File: src/rtl/rat_arf_mw_pkg.sv
// rv32i_types: shared default widths and the rename/architectural register
// table entry type used by rat_arf_mw and its source lookup sub-module.
// Entry field widths are fixed to the default XLEN / ROB_IDX_WIDTH; the
// table logic casts to and from the instance parameters.
package rv32i_types;

    localparam int RV_NUM_REGS      = 32;
    localparam int RV_XLEN          = 32;
    localparam int RV_ROB_IDX_WIDTH = 5;

    typedef struct packed {
        logic [RV_XLEN-1:0]          data;
        logic                        ready;
        logic [RV_ROB_IDX_WIDTH-1:0] rob_idx;
    } rat_arf_mw_entry_t;

    // Value of every entry out of reset and the permanent value of x0.
    localparam rat_arf_mw_entry_t ENTRY_RESET = '{data: '0, ready: 1'b1, rob_idx: '0};

endpackage

File: src/rtl/rat_arf_mw_if.sv
// rat_arf_mw_if: dispatch, commit, flush and source-lookup signals of the
// rename table. Master drives requests, slave (the table) answers lookups.
interface rat_arf_mw_if #(
    parameter int NUM_REGS      = 32,
    parameter int XLEN          = 32,
    parameter int ROB_IDX_WIDTH = 5,
    parameter int DISP_W        = 2,
    parameter int COMMIT_W      = 2
);
    localparam int AW = $clog2(NUM_REGS);

    logic [DISP_W-1:0]                 disp_valid;
    logic [DISP_W*AW-1:0]              disp_rs1_addr;
    logic [DISP_W*AW-1:0]              disp_rs2_addr;
    logic [DISP_W*AW-1:0]              disp_rd_addr;
    logic [DISP_W*ROB_IDX_WIDTH-1:0]   disp_rob_idx;
    logic [COMMIT_W-1:0]               commit_valid;
    logic [COMMIT_W*AW-1:0]            commit_rd_addr;
    logic [COMMIT_W*ROB_IDX_WIDTH-1:0] commit_rob_idx;
    logic [COMMIT_W*XLEN-1:0]          commit_data;
    logic                              flush;
    logic [DISP_W*2-1:0]               src_rdy;
    logic [DISP_W*2*ROB_IDX_WIDTH-1:0] src_rob_idx;
    logic [DISP_W*2*XLEN-1:0]          src_data;

    modport master (
        output disp_valid, disp_rs1_addr, disp_rs2_addr, disp_rd_addr, disp_rob_idx,
        output commit_valid, commit_rd_addr, commit_rob_idx, commit_data, flush,
        input  src_rdy, src_rob_idx, src_data
    );

    modport slave (
        input  disp_valid, disp_rs1_addr, disp_rs2_addr, disp_rd_addr, disp_rob_idx,
        input  commit_valid, commit_rd_addr, commit_rob_idx, commit_data, flush,
        output src_rdy, src_rob_idx, src_data
    );

endinterface

File: src/rtl/rat_arf_mw_src_lookup.sv
// rat_src_lookup: one source operand lookup. Reads the table entry, applies
// the optional commit bypass (RAT_ARF_MW_COMMIT_BYPASS_EN) and then lets an
// older slot in the same dispatch group that writes this register override it.
module rat_src_lookup
    import rv32i_types::*;
#(
    parameter int NUM_REGS      = 32,
    parameter int XLEN          = 32,
    parameter int ROB_IDX_WIDTH = 5,
    parameter int DISP_W        = 2,
    parameter int SLOT          = 0,
    parameter int AW            = $clog2(NUM_REGS)
) (
    input  logic [AW-1:0]                       i_addr,
    input  rat_arf_mw_entry_t [NUM_REGS-1:0]    i_tbl,
`ifdef RAT_ARF_MW_COMMIT_BYPASS_EN
    input  logic [NUM_REGS-1:0]                 i_byp_vld,
    input  logic [NUM_REGS*XLEN-1:0]            i_byp_data,
`endif
    input  logic [DISP_W-1:0]                   i_disp_valid,
    input  logic [DISP_W*AW-1:0]                i_disp_rd,
    input  logic [DISP_W*ROB_IDX_WIDTH-1:0]     i_disp_rob,
    output logic                                o_rdy,
    output logic [ROB_IDX_WIDTH-1:0]            o_rob_idx,
    output logic [XLEN-1:0]                     o_data
);
    rat_arf_mw_entry_t w_ent;

    // Table read, then bypass, then intra-group rename (youngest older slot wins).
    always_comb begin
        w_ent     = i_tbl[i_addr];
        o_rdy     = w_ent.ready;
        o_rob_idx = ROB_IDX_WIDTH'(w_ent.rob_idx);
        o_data    = XLEN'(w_ent.data);
`ifdef RAT_ARF_MW_COMMIT_BYPASS_EN
        if (i_byp_vld[i_addr]) begin
            o_rdy  = 1'b1;
            o_data = i_byp_data[int'(i_addr)*XLEN +: XLEN];
        end
`endif
        for (int i = 0; i < DISP_W; i++) begin
            if ((i < SLOT) && i_disp_valid[i] && (i_disp_rd[i*AW +: AW] == i_addr)
                && (i_addr != '0)) begin
                o_rdy     = 1'b0;
                o_rob_idx = i_disp_rob[i*ROB_IDX_WIDTH +: ROB_IDX_WIDTH];
            end
        end
    end

endmodule

File: src/rtl/rat_arf_mw.sv
// rat_arf_mw: combined rename table / architectural register file with
// DISP_W rename slots and COMMIT_W commit ports. Readiness is tracked purely
// by producer-tag match at commit. Optional feature macro:
// RAT_ARF_MW_COMMIT_BYPASS_EN forwards a same-cycle completing commit to lookups.
module rat_arf_mw
    import rv32i_types::*;
#(
    parameter int NUM_REGS      = RV_NUM_REGS,
    parameter int XLEN          = RV_XLEN,
    parameter int ROB_IDX_WIDTH = RV_ROB_IDX_WIDTH,
    parameter int DISP_W        = 2,
    parameter int COMMIT_W      = 2
) (
    input  logic         clk,
    input  logic         rst,
    rat_arf_mw_if.slave  bus
);
    localparam int AW = $clog2(NUM_REGS);

    rat_arf_mw_entry_t [NUM_REGS-1:0]     w_tbl;
    logic [DISP_W*2-1:0]                  w_src_rdy;
    logic [DISP_W*2*ROB_IDX_WIDTH-1:0]    w_src_rob;
    logic [DISP_W*2*XLEN-1:0]             w_src_data;
`ifdef RAT_ARF_MW_COMMIT_BYPASS_EN
    logic [NUM_REGS-1:0]                  w_byp_vld;
    logic [NUM_REGS*XLEN-1:0]             w_byp_data;
`endif

    for (genvar gi = 0; gi < NUM_REGS; gi++) begin : g_entry
        if (gi == 0) begin : g_zero
            // x0 is hard-wired: always ready with value zero.
            assign w_tbl[gi] = ENTRY_RESET;
`ifdef RAT_ARF_MW_COMMIT_BYPASS_EN
            assign w_byp_vld[gi]               = 1'b0;
            assign w_byp_data[gi*XLEN +: XLEN] = '0;
`endif
        end else begin : g_reg
            localparam logic [AW-1:0] IDX = AW'(gi);
            rat_arf_mw_entry_t         r_entry;
            rat_arf_mw_entry_t         w_next;
            logic                      w_cm_hit;
            logic                      w_cm_tag_eq;
            logic [RV_XLEN-1:0]        w_cm_data;
            logic                      w_rn_hit;
            logic [RV_ROB_IDX_WIDTH-1:0] w_rn_tag;
            logic                      w_becomes_rdy;

            // Decode commit ports (highest port last) and renames (highest slot last).
            always_comb begin
                w_cm_hit    = 1'b0;
                w_cm_tag_eq = 1'b0;
                w_cm_data   = r_entry.data;
                w_rn_hit    = 1'b0;
                w_rn_tag    = r_entry.rob_idx;
                for (int k = 0; k < COMMIT_W; k++) begin
                    if (bus.commit_valid[k] && (bus.commit_rd_addr[k*AW +: AW] == IDX)) begin
                        w_cm_hit    = 1'b1;
                        w_cm_data   = RV_XLEN'(bus.commit_data[k*XLEN +: XLEN]);
                        w_cm_tag_eq = (r_entry.rob_idx ==
                                       RV_ROB_IDX_WIDTH'(bus.commit_rob_idx[k*ROB_IDX_WIDTH +: ROB_IDX_WIDTH]));
                    end
                end
                for (int s = 0; s < DISP_W; s++) begin
                    if (bus.disp_valid[s] && (bus.disp_rd_addr[s*AW +: AW] == IDX)) begin
                        w_rn_hit = 1'b1;
                        w_rn_tag = RV_ROB_IDX_WIDTH'(bus.disp_rob_idx[s*ROB_IDX_WIDTH +: ROB_IDX_WIDTH]);
                    end
                end
                // A flush discards the renames presented alongside it.
                if (bus.flush) begin
                    w_rn_hit = 1'b0;
                end
            end

            assign w_becomes_rdy = w_cm_hit & w_cm_tag_eq & ~w_rn_hit;

            // Next entry value: commit data, then tag-matched ready, rename, flush.
            always_comb begin
                w_next      = r_entry;
                w_next.data = w_cm_data;
                if (w_becomes_rdy) begin
                    w_next.ready = 1'b1;
                end
                if (w_rn_hit) begin
                    w_next.ready   = 1'b0;
                    w_next.rob_idx = w_rn_tag;
                end
                if (bus.flush) begin
                    w_next.ready = 1'b1;
                end
            end

            // Entry storage with asynchronous active-low clear.
            always_ff @(posedge clk or negedge rst) begin
                if (!rst) begin
                    r_entry <= ENTRY_RESET;
                end else begin
                    r_entry <= w_next;
                end
            end

            assign w_tbl[gi] = r_entry;
`ifdef RAT_ARF_MW_COMMIT_BYPASS_EN
            assign w_byp_vld[gi]               = w_becomes_rdy;
            assign w_byp_data[gi*XLEN +: XLEN] = XLEN'(w_cm_data);
`endif
        end
    end

    for (genvar gi = 0; gi < 2*DISP_W; gi++) begin : g_src
        localparam int SLOT = gi / 2;
        logic [AW-1:0] w_addr;

        if (gi % 2 == 0) begin : g_rs1
            assign w_addr = bus.disp_rs1_addr[SLOT*AW +: AW];
        end else begin : g_rs2
            assign w_addr = bus.disp_rs2_addr[SLOT*AW +: AW];
        end

        rat_src_lookup #(
            .NUM_REGS      (NUM_REGS),
            .XLEN          (XLEN),
            .ROB_IDX_WIDTH (ROB_IDX_WIDTH),
            .DISP_W        (DISP_W),
            .SLOT          (SLOT),
            .AW            (AW)
        ) u_lookup (
            .i_addr        (w_addr),
            .i_tbl         (w_tbl),
`ifdef RAT_ARF_MW_COMMIT_BYPASS_EN
            .i_byp_vld     (w_byp_vld),
            .i_byp_data    (w_byp_data),
`endif
            .i_disp_valid  (bus.disp_valid),
            .i_disp_rd     (bus.disp_rd_addr),
            .i_disp_rob    (bus.disp_rob_idx),
            .o_rdy         (w_src_rdy[gi]),
            .o_rob_idx     (w_src_rob[gi*ROB_IDX_WIDTH +: ROB_IDX_WIDTH]),
            .o_data        (w_src_data[gi*XLEN +: XLEN])
        );
    end

    assign bus.src_rdy     = w_src_rdy;
    assign bus.src_rob_idx = w_src_rob;
    assign bus.src_data    = w_src_data;

endmodule

File: src/flat_wrapper.sv
// flat-port wrapper written by rule: the top's interface ports become plain ports
module rat_arf_mw_flat import rv32i_types::*;
#(
    parameter int NUM_REGS      = RV_NUM_REGS,
    parameter int XLEN          = RV_XLEN,
    parameter int ROB_IDX_WIDTH = RV_ROB_IDX_WIDTH,
    parameter int DISP_W        = 2,
    parameter int COMMIT_W      = 2
)
  (clk, rst, bus_disp_valid, bus_disp_rs1_addr, bus_disp_rs2_addr, bus_disp_rd_addr, bus_disp_rob_idx, bus_commit_valid, bus_commit_rd_addr, bus_commit_rob_idx, bus_commit_data, bus_flush, bus_src_rdy, bus_src_rob_idx, bus_src_data);
  rat_arf_mw_if #(.NUM_REGS(NUM_REGS), .XLEN(XLEN), .ROB_IDX_WIDTH(ROB_IDX_WIDTH), .DISP_W(DISP_W), .COMMIT_W(COMMIT_W)) bus_i ();
  input  logic clk;
  input  logic rst;
  input wire logic [$bits(bus_i.disp_valid)-1:0] bus_disp_valid;
  input wire logic [$bits(bus_i.disp_rs1_addr)-1:0] bus_disp_rs1_addr;
  input wire logic [$bits(bus_i.disp_rs2_addr)-1:0] bus_disp_rs2_addr;
  input wire logic [$bits(bus_i.disp_rd_addr)-1:0] bus_disp_rd_addr;
  input wire logic [$bits(bus_i.disp_rob_idx)-1:0] bus_disp_rob_idx;
  input wire logic [$bits(bus_i.commit_valid)-1:0] bus_commit_valid;
  input wire logic [$bits(bus_i.commit_rd_addr)-1:0] bus_commit_rd_addr;
  input wire logic [$bits(bus_i.commit_rob_idx)-1:0] bus_commit_rob_idx;
  input wire logic [$bits(bus_i.commit_data)-1:0] bus_commit_data;
  input wire logic [$bits(bus_i.flush)-1:0] bus_flush;
  output wire logic [$bits(bus_i.src_rdy)-1:0] bus_src_rdy;
  output wire logic [$bits(bus_i.src_rob_idx)-1:0] bus_src_rob_idx;
  output wire logic [$bits(bus_i.src_data)-1:0] bus_src_data;
  assign bus_i.disp_valid = bus_disp_valid;
  assign bus_i.disp_rs1_addr = bus_disp_rs1_addr;
  assign bus_i.disp_rs2_addr = bus_disp_rs2_addr;
  assign bus_i.disp_rd_addr = bus_disp_rd_addr;
  assign bus_i.disp_rob_idx = bus_disp_rob_idx;
  assign bus_i.commit_valid = bus_commit_valid;
  assign bus_i.commit_rd_addr = bus_commit_rd_addr;
  assign bus_i.commit_rob_idx = bus_commit_rob_idx;
  assign bus_i.commit_data = bus_commit_data;
  assign bus_i.flush = bus_flush;
  assign bus_src_rdy = bus_i.src_rdy;
  assign bus_src_rob_idx = bus_i.src_rob_idx;
  assign bus_src_data = bus_i.src_data;
  rat_arf_mw #(.NUM_REGS(NUM_REGS), .XLEN(XLEN), .ROB_IDX_WIDTH(ROB_IDX_WIDTH), .DISP_W(DISP_W), .COMMIT_W(COMMIT_W)) u_core (.clk(clk), .rst(rst), .bus(bus_i));
endmodule
File: config.mk
export PLATFORM = sky130hd
export DESIGN_NAME = rat_arf_mw_flat
export DESIGN_NICKNAME = d
export VERILOG_FILES = /design/src/rtl/rat_arf_mw_pkg.sv /design/src/rtl/rat_arf_mw_if.sv /design/src/rtl/rat_arf_mw_src_lookup.sv /design/src/rtl/rat_arf_mw.sv /design/src/flat_wrapper.sv
export SDC_FILE = /design/constraint.sdc
export NUM_CORES = 2
export LEC_CHECK = 0
export CAP_MARGIN = 5
export CORE_AREA = 2 2 447 537
export DETAILED_ROUTE_END_ITERATION = 6
export DIE_AREA = 0 0 449 539
export PLACE_DENSITY_LB_ADDON = 0.3
export SYNTH_ARGS = -nofsm -noshare
export SYNTH_HDL_FRONTEND = slang
export SYNTH_SLANG_ARGS = --single-unit
File: constraint.sdc
create_clock -name clk -period 5.28 [get_ports clk]
set_input_delay 0.792 -clock clk [delete_from_list [all_inputs] [get_ports clk]]
set_output_delay 0.792 -clock clk [all_outputs]
set_load 0.02 [all_outputs]
# == After elaboration in Yosys (flattened, before gate mapping) ==
# Cells that the tools add are included.
# classes
n_lt_le_gt_ge,4
eq_ne,188
n_mux,446
bitwise,93
n_reduce_logical,254
# op_table
op,count
32-bit two-way mux,62
38-bit binary-select mux with 5-bit select,4
5-bit equality test,64
"5-bit equality test, second input constant",64
5-bit two-way mux,64
1-bit two-way mux,281
6-bit two-way mux,31
"5-bit by 4-bit equality test with 1-bit output, second input constant",32
38-bit two-way mux,4
1-bit logical AND,128
2-bit nonzero test,62
3-bit nonzero test,31
"5-bit by 3-bit equality test with 1-bit output, second input constant",16
1-bit AND,62
2-bit AND reduction,31
"5-bit by 2-bit equality test with 1-bit output, second input constant",8
1-bit NOT,31
"5-bit by 6-bit < comparator with 1-bit output, second input constant",4
"5-bit by 1-bit equality test with 1-bit output, second input constant",4
5-bit nonzero test,2
# totals
regBits,1178
input_bits,131
output_inout_bits,152
wordCells,1078

# == Depth between registers and ports, before layout ==
# depth
depth_word,10
mapped_depth,10
ltp_nobuf,5

# == Modules after synthesis ==
# From an unflattened synthesis, not the netlist that was laid out.
# hier_totals
cells_unflattened,10154
area_unflattened_um2,100480.1
# modules_own_cells
module,instances,cells_per_inst,area_each_um2,seq_area_each_um2
rat_arf_mw,1,5820,59180.5,29517.1
rat_src_lookup (u_core.g_src[0].u_lookup ...),2,1375,10645.2,0.0
rat_src_lookup (u_core.g_src[2].u_lookup ...),2,792,10004.6,0.0

# == Least setup slack after synthesis ==
# OpenSTA, ideal clock, no wires.
# synth_path
path_type,input port to output port
startpoint,input port bus_disp_rs2_addr[0]
endpoint,output port bus_src_rdy[1]
arrival_time_ns,2.908
required_time_ns,4.488
slack_ns,1.580
cell_stages,6
n_path_buf,3
cell_sequence,buf_2 buf_1 mux4_2 mux4_2 mux2_2 buf_4
# synth_between
elab_chain_len,2
# synth_rtl
item,line_no,source
from (decl),flat_wrapper.sv:16,input wire logic [$bits(bus_i.disp_rs2_addr)-1:0] bus_disp_rs2_addr;
38-bit binary-select mux with 5-bit select,rat_arf_mw_src_lookup.sv:31,w_ent = i_tbl[i_addr];
38-bit two-way mux (not written as such),rat_arf_mw_src_lookup.sv:31,
to (decl),flat_wrapper.sv:24,output wire logic [$bits(bus_i.src_rdy)-1:0] bus_src_rdy;
# No other way between the ends. The select of a mux whose other input is x is not followed.

# == Worst setup path in the final report ==
# layout_path
startpoint,input port bus_disp_rs2_addr[6]
endpoint,output port bus_src_rob_idx[19]
# layout_between
elab_chain_len,4
word_cells_on_any_way,7
cone_classes,eq/ne (1); mux (3); reduce/logical (3)
# layout_rtl
item,line_no,source
branches (longest 3 deep; another with 38-bit binary-select mux with 5-bit select),-,
5-bit two-way mux (*),rat_arf_mw_src_lookup.sv:42,if ((i < SLOT) && i_disp_valid[i] && (i_disp_rd[i*AW +: AW] == i_addr)
to (decl),flat_wrapper.sv:25,output wire logic [$bits(bus_i.src_rob_idx)-1:0] bus_src_rob_idx;
# Mark *: on every way between the ends. The select of a mux whose other input is x is not followed.

==> flow_summary.json <==
{
  "met1_usage": 0.432,
  "fin_crit_sh": 0.921,
  "ir_drop_mv": 0.338,
  "fillers": 21400,
  "clockBufferDepth": 3,
  "cts_tree": "done",
  "drc": 0,
  "place_ws_ps": 656,
  "setup_ws_ps": 415,
  "synth-edff-count": 0,
  "relSlewSlack": 0.0879,
  "ys.flop_type": "dfrtp_1",
  "area_growth_pct": 11.9,
  "place_area_um2": 103000,
  "first_pass_iters": 7,
  "arrival_ps": 4070,
  "ys_warn_count": 0,
  "end_kind": "output pin",
  "grt_pass1_vias": 78300,
  "worstSetupPathType": "input pin to output pin",
  "io_buffers": 282,
  "top_register": "u_core.g_entry.g_reg.r_entry",
  "io_pins": 283,
  "finalSetupTns_ps": 0,
  "hpwl_mm": 260,
  "die_h_um": 539,
  "antenna_found_initial": 32,
  "num_vias": 80600,
  "cts.clk_slew.worst_paths_ps": 60,
  "ant_nets": 0,
  "tightest_slew_ps": 1360,
  "postSynthCellCount": 8459,
  "fin_worst_skew_ps": 37.8,
  "startpoint_type": "input pin",
  "cap_violations": 0,
  "grt_max_degree": 144,
  "clk_latency_ps": 850,
  "globalRouteOverflowTotal": 0,
  "postLayoutCoreUtil": 0.456,
  "power_leakage_uw": 0.0435,
  "grt_pass1_wl_mm": 598,
  "hold_class": "input pin to async pin",
  "rows": 196,
  "yosysSeqAreaShare": 0.305,
  "final_cell_mix": "mux4_2, mux2i_1, dfrtp_1",
  "final_common_cell": "mux4_2",
  "cts_buffers": 145,
  "htreeDepth": 4,
  "routedWlPerCell_um": 37.1,
  "synth.distinct_cells": 55,
  "busiest_layer": "met2",
  "syn_area_um2": 96600,
  "fin_area_um2": 108000,
  "use_met3": 0.108,
  "drive_gt1_frac": 0.287,
  "critPathMaxFanout": 41,
  "layout.nets": 8244,
  "total_power_uw": 40000,
  "top_regs": "u_core.g_entry.g_reg.r_entry x1178",
  "status": "completed",
  "hold_viol": 0,
  "cts.sink_count": 1178,
  "cp_data_required_time_ps": 4490,
  "drt_iter0_markers": 12300,
  "place_congestion": 0.976,
  "avgSynthCellArea_um2": 11.4,
  "use_met2": 0.500,
  "totalWireLength_mm": 423,
  "yosys_register_bits": 1178,
  "slew_viol_final": 0,
  "power_density_nw_per_um2": 370,
  "start_util": 0.408,
  "track_usage": 0.342,
  "synthesis.nets": 8590,
  "largest_register_ffs": 1178,
  "rsz0062_at_grt": "no",
  "die_x_um": 449,
  "dieArea_um2": 242000,
  "vias_per_cell": 7.06,
  "core_area_um2": 237000,
  "setup_violations": 0,
  "cts_root_buffer": "clkbuf_16",
  "fin_crit_ps": 4860,
  "fmax_mhz": 206,
  "async_flop_share": 1.00
}
[where the power goes]
part           internal [uW]  switching (uW)  total (uW)  leakage (uW)
Combinational           8180            6020       14200        0.0268
Clock                   6210            4510       10700       0.00242
Sequential             11400            3730       15100        0.0143
[Yosys cell counts (38+ instances only)]
cell,count,area (um2)
mux4_2,1316,29600
mux2i_1,1181,11800
dfrtp_1,1147,28700
clkbuf_1,739,2770
nor2_1,714,2680
a21oi_1,649,3250
nand2_1,593,2230
o21ai_0,531,2660
mux2_2,312,3510
xor2_1,188,1650
buf_2,172,861
buf_1,156,586
xnor2_1,130,1140
a22o_1,124,1090
nand4_1,62,388
nor3_1,52,260
buf_4,42,315
o22ai_1,38,238
[routing by layer]
layer / routed length, um / share of wire / up-vias
li1: - / - / 31500
met1: 149000 / 0.35 / 40700
met2: 183000 / 0.43 / 6604
met3: 55400 / 0.13 / 1713
met4: 34900 / 0.083 / 32
met5: 362 / 0.00086 / -
[worst paths after layout]
check | endpoint | slack [ps] | cells past startpoint | from
min reg2reg | u_core.g_entry[16].g_reg.r_entry[5]$_DFFE_PN1P_ | 580 | 2 | u_core.g_entry[16].g_reg.r_entry[5]$_DFFE_PN1P_
max in group asynchronous | u_core.g_entry[24].g_reg.r_entry[28]$_DFFE_PN0N_ | 3240 | 3 | rst
max reg2reg | u_core.g_entry[23].g_reg.r_entry[5]$_DFFE_PN1P_ | 3730 | 4 | u_core.g_entry[23].g_reg.r_entry[1]$_DFFE_PN0P_
min | u_core.g_entry[28].g_reg.r_entry[0]$_DFFE_PN0P_ | 530 | 2 | rst
max | bus_src_rob_idx[19] | 420 | 8 | bus_disp_rs2_addr[6]
min in group clk | u_core.g_entry[16].g_reg.r_entry[5]$_DFFE_PN1P_ | 580 | 2 | u_core.g_entry[16].g_reg.r_entry[5]$_DFFE_PN1P_
[metrics by stage]
stage | hold WS [ps] | std cells
after floorplan | 496 | 8459
after global placement | 557 | 11100
after detailed placement | 567 | 11100
after CTS | 541 | 11400
after global routing | 590 | 11400
final | 530 | 11400
[cell families after synthesis]
kind of cell,Yosys count,share of synthesized area
compound gates,1451,0.0837
xor+xnor,318,0.0288
buf+inv,1124,0.0483
flops,1178,0.305
mux,2809,0.465
simple gates,1579,0.0684
[worst max-delay path, cell delays in order]
cell             delay (ps)
buf_8                   230
buf_12                  280
nand2b_1                520
o221ai_1                370
o21ai_0                 130
a221oi_1                690
a221o_1                 300
clkdlybuf4s50_1         620
[layout make-up]
type	count	area, um2	area share
antenna	11	27.5	0.000255
clock buffer	203	4230	0.0392
clock inverter	61	749	0.00693
inverter	5	18.8	0.000174
multi-input combinational	6157	62900	0.582
sequential	1178	29500	0.273
tap	3168	3960	0.0367
timing repair buffer	626	6680	0.0618
[repair_timing]
item                                   CTS  global route
endpoints found under the hold margin    3             0
buffers inserted                         0             0
resized for setup                        0             0
hold buffers                             1             0
Note: power is estimated with default switching activity, not from simulation.
